File: src/rtl/lifo_frame_reverser.sv
// rtl/lifo_frame_reverser.sv - byte frame reverser driving a registered-read LIFO stack
module lifo_frame_reverser #(
  parameter int DATA_W = 8,
  parameter int DEPTH  = 16,
  parameter int CNT_W  = 5
) (
  input  logic              clk,
  input  logic              rst_n,
  input  logic [DATA_W-1:0] s_data,
  input  logic              s_valid,
  input  logic              s_last,
  output logic              s_ready,
  output logic [DATA_W-1:0] m_data,
  output logic              m_valid,
  output logic              m_last,
  input  logic              m_ready,
  output logic              stk_push,
  output logic              stk_pop,
  output logic [DATA_W-1:0] stk_wdata,
  input  logic [DATA_W-1:0] stk_rdata,
  input  logic              stk_error,
  output logic              ovf_err,
  output logic              stk_err_seen,
  output logic              busy
);

  typedef enum logic [2:0] {
    ST_FILL    = 3'd0,
    ST_DISCARD = 3'd1,
    ST_POP     = 3'd2,
    ST_LOAD    = 3'd3,
    ST_OUT     = 3'd4
  } state_t;

  localparam logic [CNT_W-1:0] LP_DEPTH = CNT_W'(DEPTH);
  localparam logic [CNT_W-1:0] LP_ONE   = CNT_W'(1);

  state_t              r_state;
  state_t              w_next;
  logic [CNT_W-1:0]    r_count;
  logic [DATA_W-1:0]   r_m_data;
  logic                r_m_valid;
  logic                r_m_last;
  logic                r_ovf_err;
  logic                r_disc_first;
  logic                r_err_seen;
  logic                w_full;
  logic                w_empty;
  logic                w_ready;
  logic                w_push;
  logic                w_pop;

  assign w_full  = (r_count == LP_DEPTH);
  assign w_empty = (r_count == '0);

  // Next-state and stack strobes; all strobes are masked while reset is held
  always_comb begin
    w_next  = r_state;
    w_ready = 1'b0;
    w_push  = 1'b0;
    w_pop   = 1'b0;
    case (r_state)
      ST_FILL: begin
        w_ready = !w_full;
        if (s_valid && !w_full) begin
          w_push = 1'b1;
          if (s_last) begin
            w_next = ST_POP;
          end
        end else if (s_valid && w_full) begin
          // Stack is full and the frame has not ended: drop the rest of it
          w_next = ST_DISCARD;
        end
      end
      ST_DISCARD: begin
        w_ready = 1'b1;
        if (s_valid && s_last) begin
          w_next = ST_POP;
        end
      end
      ST_POP: begin
        w_pop  = !w_empty;
        w_next = ST_LOAD;
      end
      ST_LOAD: begin
        w_next = ST_OUT;
      end
      ST_OUT: begin
        if (m_ready) begin
          w_next = r_m_last ? ST_FILL : ST_POP;
        end
      end
      default: begin
        w_next = ST_FILL;
      end
    endcase
  end

  assign s_ready      = rst_n & w_ready;
  assign stk_push     = rst_n & w_push;
  assign stk_pop      = rst_n & w_pop;
  assign stk_wdata    = stk_push ? s_data : '0;
  assign m_data       = r_m_data;
  assign m_valid      = r_m_valid;
  assign m_last       = r_m_last;
  assign ovf_err      = r_ovf_err;
  assign stk_err_seen = r_err_seen;
  assign busy         = (r_state != ST_FILL);

  // State register
  always_ff @(posedge clk) begin
    if (!rst_n) begin
      r_state <= ST_FILL;
    end else begin
      r_state <= w_next;
    end
  end

  // Stack occupancy; push and pop are mutually exclusive by state
  always_ff @(posedge clk) begin
    if (!rst_n) begin
      r_count <= '0;
    end else if (stk_push) begin
      r_count <= r_count + LP_ONE;
    end else if (stk_pop) begin
      r_count <= r_count - LP_ONE;
    end
  end

  // Output beat register: loaded from the stack read data the cycle after a pop
  always_ff @(posedge clk) begin
    if (!rst_n) begin
      r_m_data  <= '0;
      r_m_valid <= 1'b0;
      r_m_last  <= 1'b0;
    end else if (r_state == ST_LOAD) begin
      r_m_data  <= stk_rdata;
      r_m_valid <= 1'b1;
      r_m_last  <= w_empty;
    end else if (r_state == ST_OUT && m_ready) begin
      r_m_valid <= 1'b0;
    end
  end

  // Overflow pulse on the first dropped beat of each oversize frame
  always_ff @(posedge clk) begin
    if (!rst_n) begin
      r_ovf_err    <= 1'b0;
      r_disc_first <= 1'b1;
    end else begin
      r_ovf_err <= (r_state == ST_DISCARD) && s_valid && r_disc_first;
      if (r_state != ST_DISCARD) begin
        r_disc_first <= 1'b1;
      end else if (s_valid) begin
        r_disc_first <= 1'b0;
      end
    end
  end

  // Sticky record of any stack error, which only an integration fault can cause
  always_ff @(posedge clk) begin
    if (!rst_n) begin
      r_err_seen <= 1'b0;
    end else if (stk_error) begin
      r_err_seen <= 1'b1;
    end
  end

endmodule

File: config.mk
export PLATFORM = sky130hd
export DESIGN_NAME = lifo_frame_reverser
export DESIGN_NICKNAME = d
export VERILOG_FILES = /design/src/rtl/lifo_frame_reverser.sv
export SDC_FILE = /design/constraint.sdc
export NUM_CORES = 1
export LEC_CHECK = 0
export ABC_CLOCK_PERIOD_IN_PS = 3300
export CAP_MARGIN = 30
export CORE_UTILIZATION = 25
export CTS_CLUSTER_DIAMETER = 120
export DETAILED_ROUTE_END_ITERATION = 12
export HOLD_SLACK_MARGIN = 0.05
export PLACE_DENSITY_LB_ADDON = 0.3
export SYNTH_ARGS = -nofsm -noshare
export SYNTH_HDL_FRONTEND = slang
export SYNTH_SLANG_ARGS = --single-unit
export TNS_END_PERCENT = 100
File: constraint.sdc
create_clock -name clk -period 3.3 [get_ports clk]
set_clock_uncertainty 0.15 [all_clocks]
set_input_delay 0.825 -clock clk [delete_from_list [all_inputs] [get_ports clk]]
set_output_delay 0.825 -clock clk [all_outputs]
set_load 0.02 [all_outputs]
==> metrics.cfg <==
[outcome]
outcome = completed

[power]
p_seq_frac = 0.383
internal-power_w = 0.000560
p_sw_frac = 0.353
power_frac_comb = 0.422
clockPowerShare = 0.195
pwr_density_cell_nw_per_um2 = 515
power.net_switching_w = 0.000306
ir_drop_mv = 0.173
p_leak_nw = 0.704

[die]
rows = 23
die_h_um = 68.6
ioPinCount = 46
die_area_um2 = 4710
start_util = 0.268
dieWidth_um = 68.6
core_area_um2 = 4140

[global_route]
grt_pass1_vias = 1002
grt_pass1_wl_mm = 4.25
grt_antenna_before_repair = 0
grt_max_degree = 27
overflow = 0
grt_use_total = 0.120

[worst_setup_path]
critPathKind = input pin to output pin
crit_arrival_ns = 2.22
worst_path_largest_cell_delay_ns = 0.49
cp.required_ns = 2.32
rrSetupSlack_ns = 0.49
cp_num_buf_inv = 2
cp-endpoint = stk_wdata[2]
crit_start = rst_n
timing.rr.end = r_count[4]
endpoint_kind = output pin
worst-path-stages = 5
regToRegStartpoint = r_count[0]
rr_worst_depth = 9
crit_chain = clkdlybuf4s50_1, nor2b_1, o2111a_2, and2_1, dlygate4sd2_1
start_kind = input pin
crit_family = buffers and inverters
crit_fanout = 10
slowest_stage = clkdlybuf4s50_1

[cts]
cts_tree = built
htree_num_levels = 1
clock_path_buffers = 2
cts_root_buf = clkbuf_8
clkSinkCount = 21
cts_hold_buf = 0
clk_latency_ns = 0.26
cts_setup_buffers = 0
cts_buffers = 3
clk_pin_slew_worst_paths_ns = 0.07

[placement]
port_buffers = 45
gp_congestion = 0.753
hpwl_mm = 2.10
place_inst = 227
place_ws_ns = -0.246

[timing]
final.setup.tns_ns = 0
slew_violations = 0
period_needed_ns = 3.19
setup_violations = 0
finalCritPeriodShare = 0.967
rsz0062_at_grt = false
holdWs_ns = 0.311
worst_slack_ns = 0.110
tightest_slew_ns = 0.523
hold_viol = 0
max_freq_mhz = 313
relSlewSlack = 0.647

[route]
avgViaCountPerCell = 4.71
vias = 1089
first_iter_violations = 71
ant_nets = 0
wl_per_cell_um = 11.8
remaining_drc_errors = 0
wirelength_mm = 2.73
drt_pass1_iterations = 3

[logic_synthesis]
synth_top_family_by_area = simple AND/OR/NAND/NOR gates
synth_area_um2 = 1110
synthAdderAreaFrac = 0.0519
synth-simple-area-share = 0.280
avgSynthCellArea_um2 = 8.34
syn_nets = 159
synth-compound-area-share = 0.185
yosysWarnings = 0
yosysUniqueCellTypes = 36
synth-seq-cells = 21
synth_mux_area_frac = 0.0406
ys_seq_area_frac = 0.379
synth_xor_xnor_area_share = 0.0158
synth_cells = 133

[job]
drv_cap = 0

[finish]
syn_to_final_growth_pct = 51.5
fin_cells = 231
final_util = 0.406
seq_area_um2 = 420
nets = 208
multi_input_area_um2 = 637
nFillCells = 409
diodes = 0
drive_gt1_frac = 0.0994

[hold_path]
worstHoldPathCells = 2
hold_path_class = register to register

-- area by class of cell --
class,instances,area share
well taps,50,0.0372
repair buffers,52,0.293
clock buffers,3,0.0246
flip-flops and latches,21,0.250
clock inverters,1,0.00298
inverters,6,0.0134
multi-input cells,98,0.379
-- logic make-up after synthesis --
| logic type | after synthesis |
|---|---|
| AOI/OAI and AO/OA | 29 |
| xor gates and xnor gates | 2 |
| adders and majority gates | 4 |
| buffers and inverters | 14 |
| DFF | 21 |
| muxes | 4 |
| and+or+nand+nor | 59 |
-- per-layer routing --
metal	up-vias	routed length [µm]	global-route usage
met4	0	22	0.0547
met1	503	1160	0.128
met2	31	1420	0.230
met3	2	122	0.0164
met5	-	0	0
li1	553	-	-
-- sequential cells by signal (all words and copies together) (netlist names) --
| register | cells |
|---|---|
| r_state | 3 |
| m_last | 1 |
| m_valid | 1 |
| stk_err_seen | 1 |
| r_count | 5 |
| m_data | 8 |
| ovf_err | 1 |
| r_disc_first | 1 |
-- stage by stage --
stage	total power [W]	instance area, µm²
after floorplan	0.000571	1110
after global placement	0.000701	1640
final	0.000866	1680
after global routing	0.000922	1680
after detailed placement	0.000714	1640
after CTS	0.000878	1680
-- power groups by stage --
| stage | Combinational (W) | Clock (W) | Sequential, W |
|---|---|---|---|
| after floorplan | 0.000246 | 0 | 0.000326 |
| after global placement | 0.000365 | 0 | 0.000336 |
| after detailed placement | 0.000378 | 0 | 0.000336 |
| after CTS | 0.000371 | 0.000176 | 0.000331 |
| after global routing | 0.000404 | 0.000182 | 0.000337 |
| final | 0.000365 | 0.000169 | 0.000332 |
-- tightest hold or removal path, delay by kind of cell, from the launching register on --
| kind | cells | cell delay (ns) |
|---|---|---|
| AO/OA/AOI/OAI | 1 | 0.06 |
| flip-flops | 1 | 0.31 |
| AND/OR/NAND/NOR | 1 | 0.04 |
-- layout by cell type, fill, tap and decap left out, types with 2 or more instances in the layout --
cell type and count:
dfxtp_1 21, o311ai_0 2, nand2_1 27, nand3b_1 2, nand4_1 3, nor2b_1 4
dlygate4sd2_1 11, nor2_1 3, ha_1 3, and3_1 2, a21oi_1 5, o2111a_2 2
clkdlybuf4s50_1 34, a21boi_0 9, nor3_1 3, buf_4 6, and2_1 8, mux2i_1 3
inv_1 6, o21ai_0 6, clkbuf_8 3
-- synthesized netlist by cell type, drive strengths merged --
cell type | instances | area share
fa | 1 | 0.018
a21boi | 9 | 0.061
nor2b | 4 | 0.023
nor4b | 1 | 0.0079
a21o | 1 | 0.0079
buf | 1 | 0.0045
nor2 | 4 | 0.020
a21oi | 5 | 0.023
and3 | 2 | 0.011
inv | 6 | 0.020
xnor2 | 1 | 0.0079
mux2 | 1 | 0.014
nand2b | 1 | 0.0056
o31ai | 1 | 0.0068
o2111a | 2 | 0.021
nand3 | 2 | 0.014
xor2 | 1 | 0.0079
mux2i | 3 | 0.027
a211o | 1 | 0.0079
clkbuf | 7 | 0.024
and2 | 8 | 0.045
o311ai | 2 | 0.016
or4 | 1 | 0.010
nand4 | 3 | 0.017
nand3b | 2 | 0.014
dfxtp | 21 | 0.38
o21a | 1 | 0.0068
nand4b | 1 | 0.0079
ha | 3 | 0.034
nor3 | 3 | 0.014
o2111ai | 1 | 0.0079
o21ai | 6 | 0.027
nand2 | 27 | 0.091
-- worst min-delay path by stage --
stage / start / endpoint / slack, ns
6_report: m_data[4] / m_data[4] / 0.31
5_1_grt: m_data[6] / m_data[6] / 0.34
4_1_cts: m_data[4] / m_data[4] / 0.32
3_5_place_dp: stk_err_seen / stk_err_seen / 0.30
3_3_place_gp: stk_err_seen / stk_err_seen / 0.30
2_1_floorplan: r_disc_first / r_disc_first / 0.29
-- what timing repair did --
action                                  in CTS  in global routing
resized for setup                           13                  0
endpoints found under the setup margin      11                  0
endpoints found under the hold margin        0                  0
(Power assumes the default switching activity.)
